===== src/rtl/mac_stream_unit.sv =====
`default_nettype none
// ============================================================================
// Module   : mac_stream_unit
// Purpose  : Pipelined multiply-accumulate engine. It computes one dot product
//            per vector of streamed operand pairs. Operands are signed or
//            unsigned, chosen per vector. The accumulator can optionally
//            saturate, and a sticky overflow flag is kept for each vector.
//            Both the input and the result use valid/ready handshakes.
// Ports    : clk, rst        - clock (rising edge) and synchronous active-high
//                              reset
//            clear           - synchronous abort: flushes pipeline, accumulator
//            signed_mode     - operand signedness, sampled on a vector's first
//                              beat
//            in_valid/ready  - operand beat handshake (in_a, in_b, in_last)
//            out_valid/ready - result handshake (out_acc, out_count, out_ovf)
// Revision : 1.0 - initial release
// ============================================================================
module mac_stream_unit #(
  parameter int DATA_W   = 8,
  parameter int ACC_W    = 32,
  parameter int COUNT_W  = 16,
  parameter bit SATURATE = 1'b1
) (
  input  logic               clk,
  input  logic               rst,
  input  logic               clear,
  input  logic               signed_mode,
  input  logic               in_valid,
  output logic               in_ready,
  input  logic [DATA_W-1:0]  in_a,
  input  logic [DATA_W-1:0]  in_b,
  input  logic               in_last,
  output logic               out_valid,
  input  logic               out_ready,
  output logic [ACC_W-1:0]   out_acc,
  output logic [COUNT_W-1:0] out_count,
  output logic               out_ovf
);

  localparam int PROD_W = 2 * DATA_W;

  localparam logic [1:0] S_IDLE  = 2'd0;
  localparam logic [1:0] S_ACCUM = 2'd1;
  localparam logic [1:0] S_DRAIN = 2'd2;
  localparam logic [1:0] S_HOLD  = 2'd3;

  logic [1:0]         state_q;
  logic [1:0]         state_d;
  logic               accept;

  logic               mode_q;
  logic               mode_eff;
  logic [PROD_W-1:0]  a_ext;
  logic [PROD_W-1:0]  b_ext;
  logic [PROD_W-1:0]  prod_d;
  logic [PROD_W-1:0]  prod_q;
  logic               prod_vld_q;

  logic [ACC_W-1:0]   prod_ext;
  logic [ACC_W:0]     sum_full;
  logic               add_ovf;
  logic [ACC_W-1:0]   sat_val;
  logic [ACC_W-1:0]   acc_add;

  logic [ACC_W-1:0]   acc_q;
  logic [ACC_W-1:0]   acc_d;
  logic [COUNT_W-1:0] cnt_q;
  logic [COUNT_W-1:0] cnt_d;
  logic               ovf_q;
  logic               ovf_d;

  // --------------------------------------------------------------------------
  // Elaboration-time width check and widening of the product to ACC_W.
  // The product is extended only with the vector's latched mode.
  // --------------------------------------------------------------------------
  generate
    if (ACC_W < PROD_W) begin : g_bad_width
      $error("mac_stream_unit: ACC_W must be >= 2*DATA_W");
      assign prod_ext = prod_q[ACC_W-1:0];
    end else if (ACC_W == PROD_W) begin : g_ext_exact
      assign prod_ext = prod_q;
    end else begin : g_ext_wide
      assign prod_ext = {{(ACC_W-PROD_W){mode_q & prod_q[PROD_W-1]}}, prod_q};
    end
  endgenerate

  // --------------------------------------------------------------------------
  // FSM: state register
  // --------------------------------------------------------------------------
  always_ff @(posedge clk) begin
    if (rst || clear) begin
      state_q <= S_IDLE;
    end else begin
      state_q <= state_d;
    end
  end

  // --------------------------------------------------------------------------
  // FSM: next-state logic
  // --------------------------------------------------------------------------
  always_comb begin
    state_d = state_q;
    case (state_q)
      S_IDLE, S_ACCUM: begin
        if (accept) begin
          state_d = in_last ? S_DRAIN : S_ACCUM;
        end
      end
      S_DRAIN: begin
        // The final product is added during this one cycle.
        state_d = S_HOLD;
      end
      S_HOLD: begin
        if (out_ready) begin
          state_d = S_IDLE;
        end
      end
      default: begin
        state_d = S_IDLE;
      end
    endcase
  end

  // --------------------------------------------------------------------------
  // FSM: outputs. in_ready also looks at rst/clear so that a beat offered
  // during an abort is never counted as accepted by the feeder.
  // --------------------------------------------------------------------------
  always_comb begin
    in_ready  = 1'b0;
    out_valid = 1'b0;
    case (state_q)
      S_IDLE, S_ACCUM: in_ready  = !clear && !rst;
      S_HOLD:          out_valid = 1'b1;
      default: begin
        in_ready  = 1'b0;
        out_valid = 1'b0;
      end
    endcase
  end

  assign accept = in_valid && in_ready;

  // --------------------------------------------------------------------------
  // Stage 1: multiply. On the first beat mode_q is not yet loaded, so the
  // live signed_mode pin is used. After that, the latched mode is used.
  // --------------------------------------------------------------------------
  assign mode_eff = (state_q == S_IDLE) ? signed_mode : mode_q;
  assign a_ext    = mode_eff ? {{DATA_W{in_a[DATA_W-1]}}, in_a} : {{DATA_W{1'b0}}, in_a};
  assign b_ext    = mode_eff ? {{DATA_W{in_b[DATA_W-1]}}, in_b} : {{DATA_W{1'b0}}, in_b};
  // The low PROD_W bits of the product of the extended operands are the
  // exact signed or unsigned product.
  assign prod_d   = a_ext * b_ext;

  // --------------------------------------------------------------------------
  // Stage 2: accumulate with overflow detection and optional clamping.
  // --------------------------------------------------------------------------
  assign sum_full = {1'b0, acc_q} + {1'b0, prod_ext};

  // Signed: both addends have the same sign, but the sum has the other sign.
  // Unsigned: carry out of the ACC_W-bit add.
  assign add_ovf = mode_q ?
                   ((acc_q[ACC_W-1] == prod_ext[ACC_W-1]) &&
                    (sum_full[ACC_W-1] != acc_q[ACC_W-1])) :
                   sum_full[ACC_W];

  // In signed mode, overflow can only occur toward the accumulator's own
  // sign. The accumulator sign therefore selects which limit to clamp to.
  assign sat_val = !mode_q         ? {ACC_W{1'b1}} :
                   acc_q[ACC_W-1] ? {1'b1, {(ACC_W-1){1'b0}}} :
                                    {1'b0, {(ACC_W-1){1'b1}}};

  assign acc_add = (add_ovf && SATURATE) ? sat_val : sum_full[ACC_W-1:0];

  always_comb begin
    acc_d = acc_q;
    cnt_d = cnt_q;
    ovf_d = ovf_q;
    if (state_q == S_HOLD && out_ready) begin
      // Result consumed: return to the zeroed IDLE state.
      acc_d = '0;
      cnt_d = '0;
      ovf_d = 1'b0;
    end else if (prod_vld_q) begin
      acc_d = acc_add;
      cnt_d = (cnt_q == {COUNT_W{1'b1}}) ? cnt_q : cnt_q + COUNT_W'(1);
      ovf_d = ovf_q | add_ovf;
    end
  end

  always_ff @(posedge clk) begin
    if (rst || clear) begin
      mode_q     <= 1'b0;
      prod_q     <= '0;
      prod_vld_q <= 1'b0;
      acc_q      <= '0;
      cnt_q      <= '0;
      ovf_q      <= 1'b0;
    end else begin
      prod_vld_q <= accept;
      if (accept) begin
        prod_q <= prod_d;
      end
      if (accept && state_q == S_IDLE) begin
        mode_q <= signed_mode;
      end
      acc_q <= acc_d;
      cnt_q <= cnt_d;
      ovf_q <= ovf_d;
    end
  end

  assign out_acc   = acc_q;
  assign out_count = cnt_q;
  assign out_ovf   = ovf_q;

endmodule
`default_nettype wire


===== config.mk =====
export PLATFORM = sky130hd
export DESIGN_NAME = mac_stream_unit
export DESIGN_NICKNAME = d
export VERILOG_FILES = /design/src/rtl/mac_stream_unit.sv
export SDC_FILE = /design/constraint.sdc
export NUM_CORES = 1
export LEC_CHECK = 0
export CAP_MARGIN = 20
export CORE_UTILIZATION = 41
export DETAILED_ROUTE_END_ITERATION = 8
export PLACE_DENSITY = 0.62
export SYNTH_ARGS = -nofsm -noshare
export SYNTH_HDL_FRONTEND = slang
export SYNTH_SLANG_ARGS = --single-unit

===== constraint.sdc =====
create_clock -name clk -period 15.64 [get_ports clk]
set_clock_uncertainty 0.1 [all_clocks]
set_input_delay 3.91 -clock clk [delete_from_list [all_inputs] [get_ports clk]]
set_output_delay 3.91 -clock clk [all_outputs]
set_load 0.1 [all_outputs]

==> reports/metrics.cfg <==
[route]
vias_per_cell=5.26
routed_wl_um=19300
ant_nets=0
drt-initial-drc-count=366
drc=0
routedWlPerCell_um=15.0
first_pass_iters=5
num_vias=6779

[final_layout]
diodes=0
nets=1207
drive_gt1_frac=0.0369
final_cells=1290
final_core_util=0.488
area_growth_pct=14.9

[synthesis]
synth_edf_count=0
synthCells=977
syn_nets=1157
synth_area_um2=8040
ys_types=70
synthArstFlopShare=0
synthFlopType=dfxtp_1
synth-seq-area-share=0.172
synth_seq_cells=69
avgSynthCellArea_um2=8.23
ys_warn_count=0

[floorplanning]
core_um2=19000
die_h_um=142
start_util=0.424
fp-row-count=50
dieArea_um2=20200
die_w_um=142
io_pins=74

[clock_network]
cts_root_buf=clkbuf_16
hold_buffers=0
tritoncts_num_sinks=69
post_cts_resized=0
clkLatencyLatePin_ns=0.34
ctsHtreeMaxLevel=3
tritoncts=yes
cts_max_path_buffers=2
clk_pin_slew_ns=0.06
cts_made_buffers=9
post-cts-setup-buffers=0

[timing]
setup_viol=0
post-route-min-period_ns=10.02
achievable-frequency_ghz=0.0998
rsz0062_at_grt=false
timing.hold.ws_ns=0.350
fin_tns_setup_ns=0
maxSlewViolCount=0
max_slew_margin=0.304
hold_viol=0
fin_crit_sh=0.640
worst_pin_slew_ns=1.04

[placement]
portBuffers=73
place_inst=1276
hpwl_um=14900
globalplace.congestion=0.889

[critical_path]
critPathArrivalTime_ns=6.01
critPathRequiredTime_ns=11.63
cp_max_fo=7
crit_slowest_cell=clkdlybuf4s50_1
worstSetupPathType=in -> out
slowest_delay_ns=1.14
worstSetupStartpointType=input port
crit_path_end_kind=primary output
crit_chain=clkdlybuf4s50_1 -> or2_2 -> nor2_1 -> clkdlybuf4s50_1
crit_top_cell=clkdlybuf4s50_1

[power_and_ir_drop]
power_leakage_nw=4.14
vdd_drop_max_uv=81.2
powerDensity_nw_per_um2=103
p_total_uw=951

[worst_hold_path]
hp-class=reg -> reg

[job]
maxCapViolCount=0

[grt]
grt_pass1_vias=6444
grt.overflow.total=0
grt_pass1_wl_um=32100
grt_start_max_net_pins=37
grt_usage=0.201
antenna_found_initial=0

[outcome]
status=finished clean

[cell families (layout without fill, tap and decap cells)]
kind of cell / Yosys count / in the layout / synth area share
mux: 5 / 5 / 0.00638
xor+xnor: 67 / 67 / 0.0747
flops: 69 / 69 / 0.172
simple gates: 293 / 293 / 0.187
fa+ha+maj: 157 / 157 / 0.309
buf+inv: 165 / 218 / 0.0795
compound gates: 221 / 221 / 0.172
[placed cells by master, fill, tap and decap left out, drive strengths merged, types with 7 or more instances in the layout]
| cell type | count |
|---|---|
| xnor2 | 44 |
| a21o | 15 |
| nand2 | 66 |
| o21ai | 75 |
| or3 | 13 |
| a211oi | 7 |
| ha | 88 |
| clkbuf | 10 |
| nand3 | 47 |
| nor2 | 48 |
| nor3 | 10 |
| inv | 127 |
| and3 | 18 |
| clkdlybuf4s50 | 73 |
| a21oi | 71 |
| fa | 69 |
| nand4 | 11 |
| a31oi | 7 |
| and2 | 58 |
| xor2 | 22 |
| dfxtp | 69 |
[routing by layer]
| layer | track usage | share of wire | vias up |
|---|---|---|---|
| met2 | 0.332 | 0.48 | 124 |
| met5 | 0 | 0 | - |
| met1 | 0.275 | 0.48 | 3222 |
| met4 | 0.0532 | 0.012 | 0 |
| met3 | 0.0269 | 0.031 | 18 |
| li1 | - | - | 3415 |
[cells in the mapped netlist (3+ instances only)]
| cell type | number | area, um^2 |
|---|---|---|
| nand3_1 | 47 | 235 |
| a211oi_1 | 6 | 45.0 |
| nor2b_1 | 3 | 18.8 |
| a21o_1 | 15 | 113 |
| nor3_1 | 10 | 50.1 |
| dfxtp_1 | 69 | 1380 |
| ha_1 | 88 | 1100 |
| xor2_1 | 22 | 193 |
| and2_1 | 58 | 363 |
| nand2_1 | 66 | 248 |
| a31oi_1 | 7 | 43.8 |
| a2111oi_0 | 3 | 26.3 |
| xnor2_1 | 44 | 385 |
| or3_1 | 13 | 81.3 |
| clkbuf_1 | 29 | 109 |
| nor2_1 | 47 | 176 |
| o21a_1 | 5 | 37.5 |
| or2_2 | 4 | 25.0 |
| fa_1 | 69 | 1380 |
| o21ai_0 | 73 | 365 |
| o31ai_1 | 4 | 30.0 |
| mux2i_1 | 4 | 40.0 |
| nand2b_1 | 3 | 18.8 |
| a21oi_1 | 70 | 350 |
| nand4_1 | 11 | 68.8 |
| o21bai_1 | 5 | 37.5 |
| inv_1 | 127 | 477 |
| and3_1 | 18 | 113 |
| buf_2 | 4 | 20.0 |
[layout make-up]
cell class | instances | area (um^2)
clock buffer | 10 | 239
clock inverter | 4 | 26.3
fill | 1879 | 9710
inverter | 128 | 480
multi-input combinational | 743 | 6040
sequential | 69 | 1380
tap | 260 | 325
timing repair buffer | 76 | 753
[flip-flops by register name, indices dropped and copies added, names as in the netlist]
name / flops
out_count: 16
out_acc: 32
prod_q: 16
out_ovf: 1
mode_q: 1
prod_vld_q: 1
state_q: 2
[through the flow]
stage,area (um^2),setup slack (ns)
after floorplan,8040,6.00
after global placement,8980,5.37
after detailed placement,8980,5.31
after CTS,9240,5.62
after global routing,9240,5.28
final,9240,5.62
[path summary, 6_finish.rpt]
path	start	to	slack (ns)	cells past startpoint
setup / recovery	clear	in_ready	5.62	4
hold reg to reg	out_ovf	out_ovf	0.35	2
hold / removal	out_ovf	out_ovf	0.35	2
setup reg to reg	state_q[1]	prod_q[14]	9.34	24
[where the power goes]
part / total, mW / internal (mW) / leakage, nW / switching, mW
sequential: 0.202 / 0.190 / 0.559 / 0.0123
combinational: 0.559 / 0.246 / 3.45 / 0.312
clock: 0.190 / 0.109 / 0.130 / 0.0801
total: 0.951 / 0.546 / 4.14 / 0.405
[worst max-delay path, delay by kind of cell]
kind                   cells  cell delay (ns)
buffers and inverters      2             1.55
AND/OR/NAND/NOR            2             0.54
No activity file was read; power rests on OpenSTA's default activity.
